<file path="src/rtl/mc_control.sv">
// Multicycle ARM control unit: the instruction-sequencing FSM plus the ALU decode.
// The state register is the only storage; every output is combinational from state and instruction fields.
module mc_control (
    input  logic       clk,
    input  logic       reset,
    input  logic [1:0] Op,
    input  logic [5:0] Funct,
    input  logic [3:0] Rd,
    output logic       IRWrite,
    output logic       AdrSrc,
    output logic [1:0] ALUSrcA,
    output logic [1:0] ALUSrcB,
    output logic [1:0] ResultSrc,
    output logic [1:0] ALUControl,
    output logic [1:0] FlagW,
    output logic [1:0] ImmSrc,
    output logic [1:0] RegSrc,
    output logic       RegW,
    output logic       MemW,
    output logic       NextPC,
    output logic       PCS,
    output logic       Illegal,
    output logic [3:0] State
);

    typedef enum logic [3:0] {
        FETCH    = 4'd0,
        DECODE   = 4'd1,
        MEMADR   = 4'd2,
        MEMRD    = 4'd3,
        MEMWB    = 4'd4,
        MEMWR    = 4'd5,
        EXECUTER = 4'd6,
        EXECUTEI = 4'd7,
        ALUWB    = 4'd8,
        BRANCH   = 4'd9,
        UNKNOWN  = 4'd10
    } state_e;

    state_e state_q, state_d;
    logic   alu_op;
    logic   branch;
    logic   no_write;

    always_ff @(posedge clk or negedge reset) begin
        if (!reset) state_q <= FETCH;
        else        state_q <= state_d;
    end

    always_comb begin
        state_d   = FETCH;
        IRWrite   = 1'b0;
        AdrSrc    = 1'b0;
        ALUSrcA   = 2'b00;
        ALUSrcB   = 2'b00;
        ResultSrc = 2'b00;
        RegW      = 1'b0;
        MemW      = 1'b0;
        NextPC    = 1'b0;
        Illegal   = 1'b0;
        alu_op    = 1'b0;
        branch    = 1'b0;
        case (state_q)
            FETCH: begin
                state_d   = DECODE;
                IRWrite   = 1'b1;
                NextPC    = 1'b1;
                ALUSrcA   = 2'b01;
                ALUSrcB   = 2'b10;
                ResultSrc = 2'b10;
            end
            DECODE: begin
                case (Op)
                    2'b00:   state_d = Funct[5] ? EXECUTEI : EXECUTER;
                    2'b01:   state_d = MEMADR;
                    2'b10:   state_d = BRANCH;
                    default: state_d = UNKNOWN;
                endcase
                ALUSrcA   = 2'b01;
                ALUSrcB   = 2'b10;
                ResultSrc = 2'b10;
            end
            MEMADR: begin
                state_d = Funct[0] ? MEMRD : MEMWR;
                ALUSrcB = 2'b01;
            end
            MEMRD: begin
                state_d = MEMWB;
                AdrSrc  = 1'b1;
            end
            MEMWB: begin
                ResultSrc = 2'b01;
                RegW      = 1'b1;
            end
            MEMWR: begin
                AdrSrc = 1'b1;
                MemW   = 1'b1;
            end
            EXECUTER: begin
                state_d = ALUWB;
                alu_op  = 1'b1;
            end
            EXECUTEI: begin
                state_d = ALUWB;
                ALUSrcB = 2'b01;
                alu_op  = 1'b1;
            end
            ALUWB:   RegW = ~no_write;
            BRANCH: begin
                ALUSrcB   = 2'b01;
                ResultSrc = 2'b10;
                branch    = 1'b1;
            end
            UNKNOWN: Illegal = 1'b1;
            default: state_d = FETCH;
        endcase
    end

    // NoWrite comes straight from the held instruction so it still suppresses RegW in ALUWB.
    assign no_write = (Funct[4:1] == 4'b1010);

    always_comb begin
        ALUControl = 2'b00;
        if (alu_op) begin
            case (Funct[4:1])
                4'b0100: ALUControl = 2'b00;
                4'b0010: ALUControl = 2'b01;
                4'b0000: ALUControl = 2'b10;
                4'b1100: ALUControl = 2'b11;
                4'b1010: ALUControl = 2'b01;
                default: ALUControl = 2'b00;
            endcase
        end
        FlagW[1] = Funct[0] & alu_op;
        FlagW[0] = Funct[0] & alu_op & ~ALUControl[1];
    end

    assign PCS    = ((Rd == 4'hF) & RegW) | branch;
    assign ImmSrc = Op;
    assign RegSrc = {Op == 2'b01, Op == 2'b10};
    assign State  = state_q;

endmodule

</file>
<file path="config.mk">
export PLATFORM = sky130hd
export DESIGN_NAME = mc_control
export DESIGN_NICKNAME = d
export VERILOG_FILES = /design/src/rtl/mc_control.sv
export SDC_FILE = /design/constraint.sdc
export NUM_CORES = 1
export LEC_CHECK = 0
export ABC_AREA = 1
export CORE_UTILIZATION = 32
export DETAILED_ROUTE_END_ITERATION = 6
export PLACE_DENSITY = 0.84
export SYNTH_ARGS = -nofsm -noshare
export SYNTH_HDL_FRONTEND = slang
export SYNTH_SLANG_ARGS = --single-unit
</file>
<file path="constraint.sdc">
create_clock -name clk -period 2 [get_ports clk]
set_clock_uncertainty 0.05 [all_clocks]
set_input_delay 0.4 -clock clk [delete_from_list [all_inputs] [get_ports clk]]
set_output_delay 0.4 -clock clk [all_outputs]
set_load 0.1 [all_outputs]
</file>
==> metrics.log, run 1 <==
[metrics] outcome: stopped before the end
[metrics] Stop stage: 3_5_place_dp
[metrics] Error Message: [ERROR DPL-0033] detailed placement checks failed during check placement.
[metrics] dominant register cell in the synthesized netlist: dfrtp_1
[metrics] fraction of post-synthesis cell area in the top cell type by area: 22.54%
[metrics] y dimension of the die: a little under 40 microns
[metrics] global placement routability congestion: 0.7330
[metrics] net count after synthesis: 87
[metrics] Avg Synthesized Cell Area: a little over 6 sq um
[metrics] sequential fraction of the synthesis area: a little under a quarter
[metrics] top post-synthesis cells by count: 12 x nor2_1, 11 x nand2_1, 10 x inv_1
[metrics] cell accounting for the most synthesized area: dfrtp_1
[metrics] ranking of synthesized cells by area: dfrtp_1 23%, nor2_1 10%, nand2_1 9.3%, inv_1 8.5%, nand3_1 7.9%
[metrics] number of enable-type register cells in the synthesized netlist: 0
[metrics] Yosys reg bits: 4
[metrics] I/O pin count: 39
[metrics] proportion of synthesized flip-flops having asynchronous set or reset: 100.0%
[metrics] most common cell in the netlist: nor2_1
[metrics] number of instances in the synthesized netlist: 73
[metrics] Yosys warning count: 0
[metrics] number of cell rows: 13
[metrics] initial cell density of the core: 34.13%
[metrics] horizontal die dimension: 39.26 microns
[metrics] number of different library cells in the post-synthesis netlist: 22
[metrics] cell area after technology mapping: 444.2 sq um
[metrics] post-DP HPWL: 2.121 mm
[metrics] number of port buffers: 37
==> through the flow <==
step	instance area [sq um]	setup TNS (ns)	worst slack (ns)	instances
global placement	1274	-0.4042	-0.1154	123
floorplan	684.4	-0.2441	-0.1604	73
==> cell families after synthesis <==
family	share of synthesized area (%)
AOI/OAI and AO/OA	13.80
buffers and inverters	21.13
DFF	22.54
other	0.8443
and+or+nand+nor	41.69
==> run 2: changes to the inputs <==
--- a/config.mk
+++ b/config.mk
@@ -6,9 +6,10 @@
 export NUM_CORES = 1
 export LEC_CHECK = 0
 export ABC_AREA = 1
-export CORE_UTILIZATION = 32
+export CORE_AREA = 2 2 63 65
 export DETAILED_ROUTE_END_ITERATION = 6
-export PLACE_DENSITY = 0.84
+export DIE_AREA = 0 0 65 67
+export PLACE_DENSITY_LB_ADDON = 0.15
 export SYNTH_ARGS = -nofsm -noshare
 export SYNTH_HDL_FRONTEND = slang
 export SYNTH_SLANG_ARGS = --single-unit
==> run 2 against run 1 <==
Against the previous run: the flow now finishes without violations; synthesized area unchanged; synthesized cell count stayed put.
==> metrics.log, run 2 <==
[metrics] Yosys reg bits: 4
[metrics] global route total overflow: 0
[metrics] most common cell in the netlist: nor2_1
[metrics] remaining antenna violation count after routing: 0
[metrics] Worst-Skew Late Latency: 0.21 ns
[metrics] proportion of synthesized flip-flops having asynchronous set or reset: 100.0%
[metrics] sum of routed wire length over all layers: about 1.7 mm
[metrics] dominant register cell in the synthesized netlist: dfrtp_1
[metrics] post-DP HPWL: around 1.4 mm
[metrics] number of instances in the synthesized netlist: 73
[metrics] gate family responsible for the most delay along the worst path: simple AND/OR/NAND/NOR gates
[metrics] CP cell instances: nor2_4 -> nand3_2 -> nand2_8 -> nand2_4 -> nand2_8 -> buf_12
[metrics] wire length of the first global-routing pass: 2.739 mm
[metrics] amount of wire on met3 after detailed routing: 110 microns
[metrics] number of sinks driven by the clock tree: 4
[metrics] leading cell type in the layout, fill and taps excluded: buf_12
[metrics] I/O pin count: 39
[metrics] arrival time at the worst endpoint: 1.54 ns
[metrics] cell accounting for the most synthesized area: dfrtp_1
[metrics] H-Tree Level Count: 1
[metrics] biggest fanout along the worst timing path: 5
[metrics] net count after synthesis: 87
[metrics] routed wl met2: 917 microns
[metrics] diode insertion count for antenna repair: 0
[metrics] top post-synthesis cells by count: 12 x nor2_1, 11 x nand2_1, 10 x inv_1
[metrics] Top Metal Used: met3
[metrics] router iterations before antenna repair: 2
[metrics] Worst EP required: 1.55 ns
[metrics] Via Count: 605
[metrics] Storage cell area: 115.1 sq um
[metrics] clock-pin transition on the worst setup and hold timing paths: approximately 0.030 ns
[metrics] initial antenna violation count: 0
[metrics] CTS Buf Count: 3
[metrics] number of port buffers: 37
[metrics] cell area after technology mapping: 444.2 sq um
[metrics] Critical Path Max Stage Delay: 0.53 ns
[metrics] fmax: 0.5034 GHz
[metrics] vias in the first global route: 619
[metrics] area taken by multi-input logic gates: 451.7 sq um
[metrics] number of cell rows: 22
[metrics] max-capacitance violation count: 0
[metrics] share of the cycle needed by the critical path after routing: 99.33%
[metrics] routed length per placed instance: 10.15 microns
[metrics] TritonCTS clock tree: yes
[metrics] met1 wire length: ~630 microns
[metrics] r2r worst-path depth: 3
[metrics] Avg Synthesized Cell Area: 6.085 sq um
[metrics] sequential fraction of the synthesis area: 22.54%
[metrics] max FFs per register: 4
[metrics] y dimension of the die: 67 microns
[metrics] horizontal die dimension: around 65 microns
[metrics] startpoint kind of the worst setup timing path: flop
[metrics] post-layout utilization of the core: 38.86%
[metrics] Die Area: around 0.0044 sq mm
[metrics] placed cell count: 157
[metrics] setup violation total in the final timing report: 0
[metrics] Slew Viols, Final: 0
[metrics] DRC violation total after the first TritonRoute iteration: 4
[metrics] area overhead of the layout relative to synthesis: 215.5%
[metrics] outcome: finished, final reports clean
[metrics] final-layout fill cell count: between 300 and 400
[metrics] post-route insts no fill: 163
[metrics] number of enable-type register cells in the synthesized netlist: 0
[metrics] aggregate global-route resource usage: 8.164%
[metrics] post-route DRC violation count: 0
[metrics] maximum clock path buffer count: 2
[metrics] Critical Path Slowest Stage Cell: dfrtp_4
[metrics] number of different library cells in the post-synthesis netlist: 22
[metrics] setup repair after global routing missed its margin: yes
[metrics] fraction of final layout cells sized beyond drive strength 1: about two thirds
[metrics] global placement routability congestion: 0.7038
[metrics] clk root buf: clkbuf_8
[metrics] largest net degree at the start of global routing: 9
[metrics] fraction of post-synthesis cell area in the top cell type by area: between 20% and 30%
[metrics] ranking of synthesized cells by area: dfrtp_1 23%, nor2_1 10%, nand2_1 9.3%, inv_1 8.5%, nand3_1 7.9%
[metrics] Yosys warning count: 0
[metrics] leading cell types in the layout, fill and taps excluded: 24 x buf_12, 9 x clkdlybuf4s50_1, 8 x nor2_4, 7 x buf_4, 6 x inv_1
[metrics] Final #Nets: 131
[metrics] endpoint kind of the worst setup timing path: output port
[metrics] critical path class: flop to output port
[metrics] via count normalized by instance count: 3.712
[metrics] Floorplan Core Area: 0.003606 sq mm
[metrics] Min-Delay Path Class: primary input to asynchronous set/reset pin
[metrics] final critical path time including I/O delays and setup: 1.987 ns
[metrics] cell count along the critical path: 6
[metrics] Hold Violations, Final: 0
[metrics] most used cell along the critical path: nand2_8
[metrics] number of buffer and inverter stages on the critical path: 1
[metrics] initial cell density of the core: 12.32%
==> run 2: cell counts after synthesis <==
Identical to the previous run, type by type.
==> run 2: per-layer routing <==
| layer | vias up | global-route usage [%] |
|---|---|---|
| met5 | - | 0 |
| met4 | 0 | 3.989 |
| met3 | 0 | 1.182 |
| met2 | 22 | 15.46 |
| met1 | 273 | 8.797 |
| li1 | 310 | - |
==> run 2: repair_timing <==
item,in CTS,in global routing
hold buffers,0,0
gates resized for setup,11,0
setup buffers,0,3
gates cloned,0,0
pin swaps,3,0
setup endpoints to repair,5,5
==> run 2: cell families (layout without fill, tap and decap cells) <==
logic type / after synthesis / count (layout) / synth area share [%]
simple gates: 39 / 39 / 41.69
compound gates: 10 / 10 / 13.80
other cells: 1 / 1 / 0.8443
flops: 4 / 4 / 22.54
buf+inv: 19 / 61 / 21.13
==> run 2: per-stage QoR <==
step | worst slack [ns] | TNS (ns) | cell area [sq um] | hold WS [ns]
2_1_floorplan | -0.1604 | -0.2441 | 684.4 | 0.05443
5_1_grt | -0.04520 | -0.06226 | 1401 | 0.3608
3_5_place_dp | -0.1537 | -0.5330 | 1323 | 0.5546
3_3_place_gp | -0.1236 | -0.4520 | 1323 | 0.5569
6_report | 0.01349 | 0 | 1401 | 0.3449
4_1_cts | -0.003977 | -0.003977 | 1379 | 0.3461
==> run 2: worst paths after layout <==
path | from | slack (ns) | endpoint
setup / recovery | State[3] | 0.01 | PCS
hold / removal | reset | 0.34 | State[0]
setup reg to reg | State[3] | 0.76 | State[2]
hold reg to reg | State[0] | 0.61 | State[0]
max in group asynchronous | reset | 1.36 | State[2]
min in group clk | State[0] | 0.61 | State[0]
==> run 2: cell type report <==
class / instances / area share (%)
Timing Repair Buffer: 44 / 46.96
Multi-Input combinational cell: 50 / 32.23
Sequential cell: 4 / 8.214
Inverter: 14 / 5.357
Tap cell: 48 / 4.286
Clock buffer: 3 / 2.946
Power of run 2 is left out: the tool's default activity adds up to more than one toggle a clock period on the data nets, which glitch-free logic cannot reach.
